[src/rtl/inst_fetch_resp.sv]
// inst_fetch_resp: responder end of the instruction-fetch interface.
// Holds one 8-byte fetch line. Hits return combinationally. Misses stall fetch
// and run a single 64-bit read on the memory bus.
// Optional build macro: IFETCH_TIMEOUT_EN. It adds a WAIT-state watchdog that
// aborts a fill after TIMEOUT_CYC cycles, pulses bus_err and returns a NOP.
`timescale 1ns/1ps

module inst_fetch_resp #(
  parameter int unsigned TIMEOUT_CYC = 255
) (
  input  logic        clk,
  input  logic        rst_n,
  input  logic        inst_ena,
  input  logic [63:0] inst_addr,
  input  logic        flush,
  output logic [31:0] inst,
  output logic        inst_valid,
  output logic        stall,
  output logic        mem_req,
  output logic [63:0] mem_addr,
  input  logic        mem_gnt,
  input  logic        mem_rvalid,
  input  logic [63:0] mem_rdata,
  output logic        bus_err
);

  localparam logic [31:0] NOP_INST = 32'h0000_0013;

  typedef enum logic [1:0] {
    S_IDLE = 2'd0,
    S_REQ  = 2'd1,
    S_WAIT = 2'd2
  } state_t;

  state_t      r_state;
  state_t      w_state_nxt;
  logic        r_buf_valid;
  logic [60:0] r_buf_tag;
  logic [63:0] r_buf_data;
  logic [60:0] r_req_line;   // line part of req_addr; the low bits never reach the bus
  logic        r_flush_pend;

  logic w_hit;
  logic w_miss;
  logic w_fill;
  logic w_timeout;
  logic w_unused;

  assign w_hit  = (r_state == S_IDLE) && inst_ena && r_buf_valid &&
                  (r_buf_tag == inst_addr[63:3]) && !flush;
  assign w_miss = (r_state == S_IDLE) && inst_ena && !w_hit;
  assign w_fill = (r_state == S_WAIT) && mem_rvalid;

`ifdef IFETCH_TIMEOUT_EN
  localparam logic [7:0] TIMEOUT_LIM = 8'(TIMEOUT_CYC);

  logic [7:0] r_wait_cnt;

  // A returning beat wins over the watchdog in the same cycle.
  assign w_timeout = (r_state == S_WAIT) && !mem_rvalid && (r_wait_cnt == TIMEOUT_LIM);
  assign w_unused  = &{1'b0, inst_addr[1:0]};

  // Count WAIT cycles spent without read data; restarts on every grant.
  always_ff @(posedge clk or negedge rst_n) begin
    if (!rst_n) begin
      r_wait_cnt <= '0;
    end else if ((r_state == S_REQ) && mem_gnt) begin
      r_wait_cnt <= '0;
    end else if ((r_state == S_WAIT) && !mem_rvalid) begin
      r_wait_cnt <= r_wait_cnt + 8'd1;
    end
  end
`else
  assign w_timeout = 1'b0;
  assign w_unused  = &{1'b0, inst_addr[1:0], 8'(TIMEOUT_CYC)};
`endif

  // State register.
  always_ff @(posedge clk or negedge rst_n) begin
    if (!rst_n) begin
      r_state <= S_IDLE;
    end else begin
      // NOTE: sequential state uses non-blocking assignments so every flop
      // samples pre-edge values, independent of statement order.
      r_state <= w_state_nxt;
    end
  end

  // Next-state and output decode. While reset is asserted every output is
  // held at zero, so a fill is visibly aborted the moment rst_n drops.
  always_comb begin
    // NOTE: every output gets a default first, so no path through the case
    // leaves a signal unassigned and no latch is inferred.
    w_state_nxt = r_state;
    inst        = '0;
    inst_valid  = 1'b0;
    stall       = 1'b0;
    mem_req     = 1'b0;
    mem_addr    = '0;
    bus_err     = 1'b0;
    if (rst_n) begin
      unique case (r_state)
        S_IDLE: begin
          if (w_hit) begin
            inst_valid = 1'b1;
            inst       = inst_addr[2] ? r_buf_data[63:32] : r_buf_data[31:0];
          end else if (w_miss) begin
            stall       = 1'b1;
            w_state_nxt = S_REQ;
          end
        end
        S_REQ: begin
          stall    = 1'b1;
          mem_req  = 1'b1;
          mem_addr = {r_req_line, 3'b000};
          if (mem_gnt) w_state_nxt = S_WAIT;
        end
        S_WAIT: begin
          stall = 1'b1;
          if (w_fill) begin
            w_state_nxt = S_IDLE;
          end else if (w_timeout) begin
            stall       = 1'b0;
            bus_err     = 1'b1;
            inst        = NOP_INST;
            inst_valid  = 1'b1;
            w_state_nxt = S_IDLE;
          end
        end
        default: w_state_nxt = S_IDLE;
      endcase
    end
  end

  // Fetch buffer, captured miss line and pending-flush flag.
  always_ff @(posedge clk or negedge rst_n) begin
    if (!rst_n) begin
      // NOTE: the line buffer is a plain register, not a RAM, so it can be
      // cleared here; no array-style storage needs resetting.
      r_buf_valid  <= 1'b0;
      r_buf_tag    <= '0;
      r_buf_data   <= '0;
      r_req_line   <= '0;
      r_flush_pend <= 1'b0;
    end else begin
      if (w_miss) r_req_line <= inst_addr[63:3];

      // A flush seen at any point during the fill, including the data cycle,
      // leaves the landed line invalid.
      if (w_fill) begin
        r_buf_data  <= mem_rdata;
        r_buf_tag   <= r_req_line;
        r_buf_valid <= !(r_flush_pend || flush);
      end else if ((r_state == S_IDLE) && flush) begin
        r_buf_valid <= 1'b0;
      end

      if (w_state_nxt == S_IDLE) begin
        r_flush_pend <= 1'b0;
      end else if (flush && (r_state != S_IDLE)) begin
        r_flush_pend <= 1'b1;
      end
    end
  end

endmodule

[config.mk]
export PLATFORM = sky130hd
export DESIGN_NAME = inst_fetch_resp
export DESIGN_NICKNAME = d
export VERILOG_FILES = /design/src/rtl/inst_fetch_resp.sv
export SDC_FILE = /design/constraint.sdc
export NUM_CORES = 1
export LEC_CHECK = 0
export ABC_AREA = 1
export CORE_MARGIN = 2
export CORE_UTILIZATION = 30
export CTS_CLUSTER_SIZE = 28
export DETAILED_ROUTE_END_ITERATION = 6
export SYNTH_ARGS = -nofsm -noshare
export SYNTH_HDL_FRONTEND = slang
export SYNTH_SLANG_ARGS = --single-unit
export TNS_END_PERCENT = 50
[constraint.sdc]
create_clock -name clk -period 2.2 [get_ports clk]
set_input_delay 0.44 -clock clk [delete_from_list [all_inputs] [get_ports clk]]
set_output_delay 0.44 -clock clk [all_outputs]
set_load 0.02 [all_outputs]
==> results.toml <==
[floorplan]
chipHeight_um = 181
rows = 64
die_area_um2 = 32700
ios = 234
die_x_um = 181
core-area_um2 = 30700
start_util_pct = 30.6

[clock_network]
h-tree-depth = 4
clk_pin_slew_worst_paths_ps = 70
insertion_delay_ps = 440
clockRootBuffer = "clkbuf_16"
cts_tree = "built"
cts_sinks = 190
numCtsBuffers = 17
clockBufferDepth = 2
postCtsHoldBufs = 0

[worst_hold_path]
holdCritPathClass = "input pin to async pin"

[power_and_ir_drop]
seqPwrFrac_pct = 36.9
clkPwrFrac_pct = 18.7
power.internal_mw = 10.3
p_comb_share_pct = 44.4
ir_worst_vdd_uv = 512
cellLeakagePower_nw = 6.94
netSwitchingPower_mw = 6.41
finalPower_mw = 16.7
switching_share_pct = 38.3
power.density_nw_per_um2 = 1160

[drt]
vias = 7872
route.detailed.drc = 0
drtPass1Iterations = 4
routed_via_density = 4.33
drt-wirelength-per-cell_um = 15.2
ant_nets = 0
drt_iter0_drc = 468
drt_wl_total_um = 27600

[synthesis]
yosysMostFrequentCell = "nand2_1"
async_reset_ff_share_pct = 100
synth-seq-cells = 190
synth.top_cells.by_count = "nand2_1 (308), dfrtp_1 (190), inv_1 (178)"
syn_area_per_cell_um2 = 8.42
synth_cell_type_count = 29
ys.warnings.count = 0
postSynthCellCount = 1115
dominantRegCellSynth = "dfrtp_1"
synth_area_um2 = 9390
netlist_top_cells_area = "dfrtp_1 (51%), nand2_1 (12%), mux2_2 (7.7%)"
synth-seq-area-share_pct = 50.7
yosys.area.top_type_share_pct = 50.7
synth_top_area_cell = "dfrtp_1"
synth_edf_count = 0

[cells_and_area]
layout-drive-gt1-share_pct = 29.7
nFillCells = 2874
finalNetCount = 1548
multi_input_area_um2 = 4390
seq_area_um2 = 4750
area_growth_pct = 53.6

[place]
globalplace.congestion = 0.778
port_buffers = 227
dp_hpwl_um = 19200
dpl_worst_slack_ps = -1450

[global_route]
grt_max_degree = 142
grt_pass1_wl_um = 42900
grt_pass1_vias = 7763
antenna_found_initial = 4
globalRouteOverflowTotal = 0
grtUsageTotal_pct = 17.0

[sta]
drv_slew = 0
finalClockSkew_ps = 12.5
setup_slack_ps = -748
setup_violations = 96
finalHoldViolCount = 0
period_needed_ps = 2950
tightest_slew_ps = 793
fin_crit_sh_pct = 134
slew_headroom_pct = 47.1
timing.fmax_ghz = 0.339
rsz0062_at_grt = "true"

[worst_setup_path]
worstSetupPathType = "input pin to primary output"
reg2reg_from = "r_state[0]"
crit_required_ps = 1760
worst_ep_arrival_time_ps = 2510
r2r_cells = 15
r2r_end = "r_req_line[50]"
path_max_fanout = 9
cp-end-kind = "primary output"
r2r_setup_slack_ps = 100
start_kind = "input pin"

[status]
violations = "setup timing"
outcome = "finished, violations left"

[flow_run]
max_cap_violations = 0
[how the worst max path moves through the flow]
stage / from / end / slack [ps]
after floorplan: r_state[1] / inst[10] / -190
after global placement: inst_addr[32] / inst[0] / -1440
after detailed placement: inst_addr[32] / inst[31] / -1450
after CTS: r_state[0] / inst[13] / -740
after global routing: r_state[0] / inst[31] / -950
final: inst_addr[39] / inst[11] / -750
[layout make-up]
class	count	share of cell area (%)
Clock buffer	19	3.07
Timing Repair Buffer	323	24.4
Tap cell	396	3.44
Multi-Input combinational cell	699	30.5
Inverter	179	4.68
Clock inverter	12	0.963
Sequential cell	190	33.0
Antenna cell	1	0.0174
[critical path: stages]
cell             delay (ps)
clkdlybuf4s50_1         490
inv_1                    60
nand2_1                  50
nand2_1                  50
nor2_2                  140
nand2_2                 100
nor2_1                   90
nand2_1                  80
nor2_2                  130
nand2_2                 110
nor3_4                  230
inv_4                   130
buf_12                  180
nor2_4                  100
buf_6                   120
[routing by layer]
metal  up-vias  wire, µm  GRT usage [%]
li1       3970         -              -
met1      3648     12800           22.8
met2       220     12800           27.0
met3        28      1590           4.58
met4         6       391           4.42
met5         -        41              0
[through the flow]
stage	TNS [ps]	instance area [µm²]	hold slack, ps	std cells	util [%]
after floorplan	-5360	9590	144	1118	-
after global placement	-89870	12700	443	1752	41.3
after detailed placement	-89030	12700	457	1752	41.3
after CTS	-41530	13800	204	1802	45.1
after global routing	-59780	14400	232	1818	47.0
final	-42170	14400	188	1819	47.0
[kinds of logic (layout without fill, tap and decap cells)]
| family | after synthesis | count (layout) | share of synthesized area, % |
|---|---|---|---|
| buffers and inverters | 229 | 533 | 10.4 |
| AOI/OAI and AO/OA | 133 | 133 | 7.30 |
| muxes | 96 | 96 | 11.1 |
| and+or+nand+nor | 456 | 456 | 19.4 |
| adders and majority gates | 4 | 4 | 0.533 |
| xor gates and xnor gates | 6 | 6 | 0.560 |
| DFF | 190 | 190 | 50.7 |
| other | 1 | 5 | 0.0400 |
[cells in the final DEF, fill, tap and decap left out, types with 4 or more instances in the layout]
| master | Yosys | routed |
|---|---|---|
| a21oi_2 | 4 | 4 |
| buf_12 | 0 | 23 |
| buf_4 | 5 | 60 |
| buf_6 | 10 | 100 |
| clkbuf_16 | 0 | 20 |
| clkdlybuf4s50_1 | 0 | 121 |
| conb_1 | 1 | 4 |
| dfrtp_1 | 190 | 190 |
| dlygate4sd2_1 | 0 | 8 |
| inv_1 | 178 | 176 |
| mux2_2 | 64 | 64 |
| mux2i_1 | 32 | 32 |
| nand2_1 | 308 | 299 |
| nand2_2 | 1 | 8 |
| nor2_1 | 108 | 33 |
| nor2_2 | 35 | 23 |
| nor2_4 | 0 | 87 |
| o21ai_0 | 110 | 109 |
| o21ai_1 | 13 | 13 |
| xor2_1 | 4 | 4 |
[state kept, by name, summed over array words and instances (netlist names)]
signal	count
r_flush_pend	1
r_buf_data	64
r_state	2
r_buf_tag	61
r_buf_valid	1
r_req_line	61
[power by group through the flow]
stage,Clock (mW),Sequential [mW],Combinational [mW]
6_report,3.13,6.18,7.43
5_1_grt,3.40,6.39,8.24
4_1_cts,3.25,6.17,6.87
3_5_place_dp,0,6.22,6.10
3_3_place_gp,0,6.15,6.01
2_1_floorplan,0,5.98,3.94
[what timing repair did]
action / 4_1_cts / 5_1_grt
gates cloned: 3 / 3
setup buffers: 17 / 16
pin swaps: 6 / 7
setup endpoints to repair: 156 / 153
gates resized for setup: 589 / 158
hold endpoints to repair: 0 / 0
No activity file was read; power rests on OpenSTA's default activity.
